### src/rtl/mem_access_unit_if.sv
// Request/acknowledge bus between the memory-stage access controller and the data memory.
interface mem_access_unit_if;
  logic        dmemReq;
  logic        dmemWe;
  logic [63:0] dmemAddr;
  logic [63:0] dmemWData;
  logic [63:0] dmemRData;
  logic        dmemAck;

  modport master (output dmemReq, dmemWe, dmemAddr, dmemWData, input dmemRData, dmemAck);
  modport slave  (input dmemReq, dmemWe, dmemAddr, dmemWData, output dmemRData, dmemAck);
endinterface

### src/rtl/mem_access_unit.sv
// Memory-stage access controller: runs req/ack data-memory transactions for loads and stores,
// stalls the front of the pipeline while one is outstanding and feeds the MEM/WB registers.
module mem_access_unit #(
  parameter int unsigned TIMEOUT = 16
) (
  input  logic                     clock,
  input  logic                     reset,
  input  logic                     memReadIn,
  input  logic                     memWriteIn,
  input  logic                     memToRegIn,
  input  logic                     regWriteIn,
  input  logic [63:0]              addrIn,
  input  logic [63:0]              writeDataIn,
  input  logic [4:0]               writeRegIn,
  mem_access_unit_if.master        dmem,
  output logic                     stall,
  output logic [63:0]              readDataOut,
  output logic [63:0]              aluResultOut,
  output logic [4:0]               writeRegOut,
  output logic                     regWriteOut,
  output logic                     memToRegOut,
  output logic                     alignFault,
  output logic                     timeoutFault
);

  typedef enum logic {IDLE, WAIT} stateT;

  localparam logic [7:0] LAST_COUNT = 8'(TIMEOUT - 1);

  stateT      state, nextState;
  logic [7:0] counter;
  logic [4:0] latchedWriteReg;
  logic       latchedMemToReg, latchedRegWrite;
  logic       access, aligned, timeUp;
  logic       passThru, alignErr, startReq, complete, abort;

  assign access  = memReadIn | memWriteIn;
  assign aligned = (addrIn[2:0] == 3'b000);
  assign timeUp  = (counter == LAST_COUNT);

  // NOTE: sequential state uses non-blocking assignments so every register samples pre-edge values.
  always_ff @(negedge clock) begin
    if (reset) state <= IDLE;
    else       state <= nextState;
  end

  always_comb begin
    nextState = state;
    unique case (state)
      IDLE:    if (access && aligned) nextState = WAIT;
      WAIT:    if (dmem.dmemAck || timeUp) nextState = IDLE;
      default: nextState = IDLE;
    endcase
  end

  // NOTE: every signal gets a default first so no path through the case infers a latch.
  always_comb begin
    stall    = 1'b0;
    passThru = 1'b0;
    alignErr = 1'b0;
    startReq = 1'b0;
    complete = 1'b0;
    abort    = 1'b0;
    unique case (state)
      IDLE: begin
        if (!access)       passThru = 1'b1;
        else if (!aligned) alignErr = 1'b1;
        else begin
          startReq = 1'b1;
          stall    = 1'b1;
        end
      end
      WAIT: begin
        // An ack arriving on the last allowed cycle still completes the access.
        if (dmem.dmemAck) complete = 1'b1;
        else if (timeUp)  abort    = 1'b1;
        else              stall    = 1'b1;
      end
      default: ;
    endcase
  end

  always_ff @(negedge clock) begin
    if (reset) begin
      dmem.dmemReq    <= 1'b0;
      dmem.dmemWe     <= 1'b0;
      dmem.dmemAddr   <= '0;
      dmem.dmemWData  <= '0;
      counter         <= '0;
      latchedWriteReg <= '0;
      latchedMemToReg <= 1'b0;
      latchedRegWrite <= 1'b0;
      readDataOut     <= '0;
      aluResultOut    <= '0;
      writeRegOut     <= '0;
      regWriteOut     <= 1'b0;
      memToRegOut     <= 1'b0;
      alignFault      <= 1'b0;
      timeoutFault    <= 1'b0;
    end else begin
      alignFault   <= alignErr;
      timeoutFault <= abort;
      // MEM/WB sees a bubble unless an instruction actually leaves the stage this edge.
      regWriteOut  <= 1'b0;
      memToRegOut  <= 1'b0;

      if (passThru) begin
        aluResultOut <= addrIn;
        writeRegOut  <= writeRegIn;
        regWriteOut  <= regWriteIn;
        memToRegOut  <= memToRegIn;
        readDataOut  <= '0;
      end

      if (startReq) begin
        dmem.dmemReq    <= 1'b1;
        dmem.dmemWe     <= memWriteIn;
        dmem.dmemAddr   <= addrIn;
        dmem.dmemWData  <= writeDataIn;
        latchedWriteReg <= writeRegIn;
        latchedMemToReg <= memToRegIn;
        latchedRegWrite <= regWriteIn;
        counter         <= '0;
      end

      if (complete) begin
        readDataOut  <= dmem.dmemWe ? 64'd0 : dmem.dmemRData;
        aluResultOut <= dmem.dmemAddr;
        writeRegOut  <= latchedWriteReg;
        memToRegOut  <= latchedMemToReg;
        regWriteOut  <= latchedRegWrite & ~dmem.dmemWe;
        dmem.dmemReq <= 1'b0;
      end

      if (abort) dmem.dmemReq <= 1'b0;

      if (state == WAIT && !complete && !abort) counter <= counter + 8'd1;
    end
  end

endmodule
### src/flat_wrapper.sv
// flat-port wrapper written by rule: the top's interface ports become plain ports
module mem_access_unit_flat 
#(
  parameter int unsigned TIMEOUT = 16
)
  (clock, reset, memReadIn, memWriteIn, memToRegIn, regWriteIn, addrIn, writeDataIn, writeRegIn, stall, readDataOut, aluResultOut, writeRegOut, regWriteOut, memToRegOut, alignFault, timeoutFault, dmem_dmemReq, dmem_dmemWe, dmem_dmemAddr, dmem_dmemWData, dmem_dmemRData, dmem_dmemAck);
  mem_access_unit_if dmem_i ();
  input  logic clock;
  input  logic reset;
  input  logic memReadIn;
  input  logic memWriteIn;
  input  logic memToRegIn;
  input  logic regWriteIn;
  input  logic [63:0] addrIn;
  input  logic [63:0] writeDataIn;
  input  logic [4:0] writeRegIn;
  output logic stall;
  output logic [63:0] readDataOut;
  output logic [63:0] aluResultOut;
  output logic [4:0] writeRegOut;
  output logic regWriteOut;
  output logic memToRegOut;
  output logic alignFault;
  output logic timeoutFault;
  output wire logic [$bits(dmem_i.dmemReq)-1:0] dmem_dmemReq;
  output wire logic [$bits(dmem_i.dmemWe)-1:0] dmem_dmemWe;
  output wire logic [$bits(dmem_i.dmemAddr)-1:0] dmem_dmemAddr;
  output wire logic [$bits(dmem_i.dmemWData)-1:0] dmem_dmemWData;
  input wire logic [$bits(dmem_i.dmemRData)-1:0] dmem_dmemRData;
  input wire logic [$bits(dmem_i.dmemAck)-1:0] dmem_dmemAck;
  assign dmem_dmemReq = dmem_i.dmemReq;
  assign dmem_dmemWe = dmem_i.dmemWe;
  assign dmem_dmemAddr = dmem_i.dmemAddr;
  assign dmem_dmemWData = dmem_i.dmemWData;
  assign dmem_i.dmemRData = dmem_dmemRData;
  assign dmem_i.dmemAck = dmem_dmemAck;
  mem_access_unit #(.TIMEOUT(TIMEOUT)) u_core (.clock(clock), .reset(reset), .memReadIn(memReadIn), .memWriteIn(memWriteIn), .memToRegIn(memToRegIn), .regWriteIn(regWriteIn), .addrIn(addrIn), .writeDataIn(writeDataIn), .writeRegIn(writeRegIn), .dmem(dmem_i), .stall(stall), .readDataOut(readDataOut), .aluResultOut(aluResultOut), .writeRegOut(writeRegOut), .regWriteOut(regWriteOut), .memToRegOut(memToRegOut), .alignFault(alignFault), .timeoutFault(timeoutFault));
endmodule
### config.mk
export PLATFORM = sky130hd
export DESIGN_NAME = mem_access_unit_flat
export DESIGN_NICKNAME = d
export VERILOG_FILES = /design/src/rtl/mem_access_unit_if.sv /design/src/rtl/mem_access_unit.sv /design/src/flat_wrapper.sv
export SDC_FILE = /design/constraint.sdc
export NUM_CORES = 1
export LEC_CHECK = 0
export CAP_MARGIN = 5
export CORE_AREA = 3 3 181 183
export CTS_CLUSTER_DIAMETER = 50
export DETAILED_ROUTE_END_ITERATION = 8
export DIE_AREA = 0 0 184 186
export PLACE_DENSITY = 0.77
export SLEW_MARGIN = 25
export SYNTH_ARGS = -nofsm -noshare
export SYNTH_HDL_FRONTEND = slang
export SYNTH_SLANG_ARGS = --single-unit
### constraint.sdc
create_clock -name clock -period 3.45 [get_ports clock]
set_clock_uncertainty 0.05 [all_clocks]
set_input_delay 0.69 -clock clock [delete_from_list [all_inputs] [get_ports clock]]
set_output_delay 0.69 -clock clock [all_outputs]
set_load 0.005 [all_outputs]
## Word-level counts from Yosys, hierarchy flattened

Index checks and enable logic that the tools add are counted.

- Bits in registers: 283

- Reduce and logical (&&, ||, !) cells: 11
- Multiplexer cells: 30
- Bitwise logic cells: 5
- Equality and inequality tests: 1
- Add/subtract/negate cells: 1

Operators with widths:

| operator | count |
|---|---|
| $mux W64 | 5 |
| $mux W1 | 19 |
| $mux W8 | 2 |
| $mux W5 | 2 |
| $add A8 B1 Y8 const B | 1 |
| $eq A8 B4 Y1 const B | 1 |
| $reduce_or A3 Y1 | 2 |
| $pmux W1 S2 | 2 |
| $reduce_bool A2 Y1 | 2 |
| $logic_and A1 B1 Y1 | 3 |
| $logic_not A3 Y1 | 1 |
| $not A1 Y1 | 3 |
| $logic_not A1 Y1 | 2 |
| $and A1 B1 Y1 | 1 |
| $logic_or A1 B1 Y1 | 1 |
| $or A1 B1 Y1 | 1 |

## Logic depth before layout (Yosys ltp)

Gate-level depths: netlist of run 1.

- Depth in word-level cells: 7
- Gate-level depth with buffers: 7
- Gate-level depth less buffers: 5

==> results of run 1 <==
[critical path, cell delays in order, from the launching register on]
cell and delay, ns:
dfxtp_1 0.30, or4_4 0.55, o21ai_4 0.16, nand2_1 0.06, buf_2 0.14
[path summary, 6_finish.rpt]
path	start	end	slack, ns	cells past startpoint
worst min register to register	u_core.dmem.dmemWData[11]	u_core.dmem.dmemWData[11]	0.40	2
worst min-delay path	u_core.dmem.dmemWData[11]	u_core.dmem.dmemWData[11]	0.40	2
worst max-delay path	u_core.counter[5]	stall	-0.80	4
worst max register to register	u_core.state	u_core.aluResultOut[58]	1.73	6
[power by group]
part | total (mW) | switching (mW) | internal (mW) | leakage (nW)
Combinational | 0.984 | 0.401 | 0.583 | 4.78
Clock | 5.09 | 2.51 | 2.58 | 2.08
Sequential | 3.50 | 0.0795 | 3.42 | 2.42
Total | 9.57 | 2.99 | 6.58 | 9.29
[cell usage after synthesis]
| cell type | count | area, um^2 |
|---|---|---|
| dfxtp_1 | 283 | 5670 |
| nand2_1 | 272 | 1020 |
| a21oi_1 | 140 | 701 |
| nor2_1 | 137 | 514 |
| a211oi_1 | 69 | 518 |
| mux2i_1 | 69 | 691 |
| a22oi_1 | 65 | 488 |
| clkbuf_1 | 46 | 173 |
| buf_2 | 34 | 170 |
| buf_6 | 16 | 180 |
| nand3_1 | 9 | 45.0 |
| nor3_1 | 6 | 30.0 |
| nor3b_1 | 4 | 30.0 |
| or3_1 | 3 | 18.8 |
| buf_1 | 2 | 7.51 |
| nand2b_1 | 2 | 12.5 |
| o21ai_0 | 2 | 10.0 |
| xnor2_1 | 2 | 17.5 |
| a21oi_4 | 1 | 16.3 |
| a31oi_1 | 1 | 6.26 |
| a32oi_1 | 1 | 8.76 |
| and2_1 | 1 | 6.26 |
| and2b_1 | 1 | 7.51 |
| buf_4 | 1 | 7.51 |
| ha_1 | 1 | 12.5 |
| inv_1 | 1 | 3.75 |
| nand4b_1 | 1 | 8.76 |
| nor2b_1 | 1 | 6.26 |
| nor4_1 | 1 | 6.26 |
| o21a_1 | 1 | 7.51 |
| o21ai_4 | 1 | 16.3 |
| o21bai_1 | 1 | 7.51 |
| o31ai_1 | 1 | 7.51 |
| o32ai_1 | 1 | 8.76 |
| or2_0 | 1 | 6.26 |
| or4_4 | 1 | 11.3 |
[cell families after synthesis]
logic type	synth area share, %
and+or+nand+nor	16.5
buffers and inverters	5.19
AOI/OAI and AO/OA	17.2
xor gates and xnor gates	0.168
adders and majority gates	0.120
muxes	6.61
DFF	54.2
[state kept, by name, indices dropped and copies added, names as in the netlist]
register / flops
u_core.latchedWriteReg: 5
u_core.regWriteOut: 1
u_core.latchedMemToReg: 1
u_core.dmem.dmemReq: 1
u_core.alignFault: 1
u_core.dmem.dmemAddr: 64
u_core.dmem.dmemWe: 1
u_core.writeRegOut: 5
u_core.aluResultOut: 64
u_core.state: 1
u_core.memToRegOut: 1
u_core.dmem.dmemWData: 64
u_core.readDataOut: 64
u_core.latchedRegWrite: 1
u_core.timeoutFault: 1
u_core.counter: 8
[per-stage QoR]
stage | std cells | TNS [ns] | utilization [%]
finish | 2489 | -5.67 | 62.2
detailed placement | 2032 | -175.41 | 51.2
floorplan | 1179 | -0.199 | -
global route | 2489 | -14.94 | 62.2
global placement | 2032 | -166.00 | 51.2
CTS | 2452 | -9.75 | 59.9
[layer usage]
metal / wire length (um) / global-route usage [%]
met1: 15500 / 22.3
met2: 22500 / 39.4
met3: 3860 / 10.2
met4: 1650 / 12.9
met5: 0 / 0
[cell usage in the layout (no fill, tap or decap), drive strengths merged, types with 5 or more instances in the layout]
cell	n
a22oi	65
nand3	9
clkdlybuf4s50	196
dfxtp	283
nand2	272
a211oi	69
nor3	6
inv	296
nor2	137
buf	460
dlygate4sd2	5
a21oi	141
clkbuf	39
mux2i	69
[layout make-up]
cell class	count	area, um^2
diodes	1	2.50
clock buffers	37	926
multi-input cells	796	4320
flip-flops and latches	283	6010
fillers	2405	11900
repair buffers	665	6490
clock inverters	305	1280
well taps	402	503
[repair_timing]
item / 4_1_cts / 5_1_grt
cloned: 3 / 1
buffers inserted: 76 / 35
endpoints found under the setup margin: 476 / 357
resized for setup: 1485 / 78
pin swaps: 1 / 2
==> run metrics, run 1 <==
CTS buffer count 36; hold buffer count at cts 0; num ports 472; status finished, violations left; clk sink count 283; GPL Wtd Cong 0.810; critical path data arrival time 3.51 ns; Final setup viols 256; initial antenna violation count 1; Hold Fails Final Rpt 0; later-pin clock latency in the skew report 0.56 ns; TritonCTS clock tree built; setup slack at placement -0.746 ns; DR pass1 iterations 7; cell area after layout 19500 um^2; DRC Markers 0; final hold slack 0.396 ns; gr usage total 22.6%; drt via density 4.99; drt first-iter violations 545; Pleak 9.29 nW; relative slew slack 76.5%; number of max-cap violations 0; total grt overflow 0; final net count 2270; Area Growth Syn to Fin 86.9%; die area 34200 um^2; first-pass GRT wire length 63100 um; register area share after synthesis 54.2%; Critical Path RT 2.71 ns; total power 9.57 mW; final wirelength 43500 um; Mapped Area 10400 um^2; via count 12.4k; Min-Delay Path Class reg2reg; CTS root buffer clkbuf_16; Tightest Pin Transition 0.352 ns; Worst-path clk slew 0.03 ns; CP max FO 2; Placed Area 16100 um^2; vias in the first global route 12.9k; Routed Antenna Nets 0; die width 184 um; crit start category flip-flop; Pins Over Slew Limit 0; Net Count, Synth 1384; final setup margin -0.798 ns; wire length per cell 17.5 um; Post-Synthesis Cells 1179; critical path class reg2out; H-tree depth 2; Die Y 186 um; RSZ-0062 raised after global routing true; initial core utilization 33.3%; PortBufs 471; YS warnings 0; layout cells sized above 1 38.3%; Worst VDD drop 0.000410 V; Setup crit end kind output pin; largest net degree at the start of global routing 62; Rows 65; syn avg cell area 8.86 um^2; Synth Register Bits 283; clk buf depth 3; failing checks negative setup slack; dpl hpwl 25400 um; synth unique cells 36; core outline area 31400 um^2; Cell Pwr Density 490 nW/um^2
Power figures use the tool's default switching activity.
==> run 2, diff against run 1 <==
--- a/config.mk
+++ b/config.mk
@@ -7,7 +7,6 @@
 export LEC_CHECK = 0
 export CAP_MARGIN = 5
 export CORE_AREA = 3 3 181 183
-export CTS_CLUSTER_DIAMETER = 50
 export DETAILED_ROUTE_END_ITERATION = 8
 export DIE_AREA = 0 0 184 186
 export PLACE_DENSITY = 0.77
==> run 2 against run 1 <==
  * The run still ends with negative setup slack left
  * Cell count is 0.36% higher
  * First-iteration DRC count increased by 15%
  * Worst setup slack better by 0.0027 ns
  * Sequential cell count stayed put
  * Critical path type unchanged
==> run metrics, run 2 (synthesis results as in run 1) <==
commonest non-fill, non-tap cell in the layout inv_1; Setup crit end kind output pin; GPL Wtd Cong 0.810; Layout fillers 2392; number of max-cap violations 0; failing checks negative setup slack; gr usage total 22.6%; final setup margin -0.796 ns; wire length per cell 17.5 um; status finished, violations left; core outline area 31400 um^2; final net count 2280; drt via density 4.99; Tightest Pin Transition 0.352 ns; Final setup viols 230; initial antenna violation count 1; Critical Path End stall; Die Y 186 um; critical path class reg2out; R2R depth 6; placed cell count 2032; Hold Fails Final Rpt 0; TritonCTS clock tree built; Rows 65; layout cells sized above 1 38.5%; crit start category flip-flop; final cell count without fillers 2498; worst reg-to-reg setup slack 1.71 ns; Critical Path RT 2.71 ns; final wirelength 43700 um; Multi-input gate area 4310 um^2; DRC Markers 0; total power 9.39 mW; Worst VDD drop 0.000415 V; clk buf depth 3; total grt overflow 0; first-pass GRT wire length 63300 um; relative slew slack 76.5%; Pins Over Slew Limit 0; clk sink count 283; CP max FO 2; FF+latch area 6010 um^2; setup TNS -4.64 ns; PortBufs 471; Cell Pwr Density 479 nW/um^2; via count 12.5k; Crit. Startpoint u_core.counter[5]; RSZ-0062 raised after global routing true; Util after Layout 62.5%; Routed Antenna Nets 0; later-pin clock latency in the skew report 0.59 ns; die width 184 um; commonest non-fill, non-tap cells in the layout 287 x inv_1, 271 x nand2_1, 261 x dfxtp_2; vias in the first global route 12.9k; initial core utilization 33.3%; drt first-iter violations 629; Worst-path clk slew 0.03 ns; r2r endpoint u_core.aluResultOut[23]; H-tree depth 2; Reg-to-Reg Start u_core.state; DR pass1 iterations 5; dpl hpwl 25400 um; die area 34200 um^2; num ports 472; critical path data arrival time 3.51 ns; Pleak 9.33 nW; CTS root buffer clkbuf_16; CTS buffer count 34; largest net degree at the start of global routing 62; Area Growth Syn to Fin 87.7%; Min-Delay Path Class reg2reg
==> run 2: cell count changes in the layout (fill, tap and decap cells not counted), moves of 2 or more <==
cell | previous run | this run
clkinvlp_2 | 3 | 7
inv_6 | 3 | 1
buf_4 | 164 | 173
bufbuf_16 | 1 | 3
clkinv_4 | 2 | 0
buf_6 | 202 | 200
==> run 2: per-stage QoR <==
step | hold slack, ns | cell area [um^2] | worst slack (ns)
2_1_floorplan | 0.386 | 10500 | -0.199
3_3_place_gp | 0.391 | 16100 | -0.691
3_5_place_dp | 0.396 | 16100 | -0.746
4_1_cts | 0.396 | 18800 | -0.843
5_1_grt | 0.411 | 19600 | -0.858
6_report | 0.396 | 19600 | -0.796
==> run 2: where the power goes <==
group,total [mW],internal (mW),switching [mW]
clock,4.90,2.45,2.44
combinational,0.995,0.593,0.402
sequential,3.50,3.42,0.0799
==> run 2: cell type report <==
class | count | share of cell area, %
Timing Repair Buffer | 677 | 33.9
Sequential cell | 283 | 30.7
Multi-Input combinational cell | 796 | 22.0
Clock inverter | 304 | 6.38
Clock buffer | 35 | 4.47
Tap cell | 402 | 2.57
Antenna cell | 1 | 0.0128
==> run 2: how the worst min path moves through the flow <==
stage	from	to	slack [ns]	cells past startpoint
floorplan	u_core.latchedMemToReg	u_core.latchedMemToReg	0.39	2
global placement	u_core.dmem.dmemWData[42]	u_core.dmem.dmemWData[42]	0.39	2
detailed placement	u_core.dmem.dmemWData[11]	u_core.dmem.dmemWData[11]	0.40	2
CTS	u_core.dmem.dmemWData[11]	u_core.dmem.dmemWData[11]	0.40	2
global route	u_core.dmem.dmemWData[11]	u_core.dmem.dmemWData[11]	0.41	2
finish	u_core.dmem.dmemWData[11]	u_core.dmem.dmemWData[11]	0.40	2
==> run 2: per-layer routing <==
metal  up-vias  global-route usage (%)  share of wire, %
met4         0                    12.3               3.3
met5         -                       0                 0
met2       573                    39.9                52
met1      5956                    22.5                36
li1       5820                       -                 -
met3       106                    9.89               8.6
==> run 2: what timing repair did <==
item / CTS / global route
buffers inserted: 77 / 43
resized for setup: 1487 / 75
hold buffers: 0 / 0
pin swaps: 1 / 3
setup endpoints to repair: 477 / 369
gates cloned: 4 / 3
==> run 2: worst max-delay path, cell delays in order, from the launching register on <==
cell	delay, ns
dfxtp_1	0.30
or4_4	0.55
o21ai_4	0.16
nand2_1	0.06
buf_2	0.14
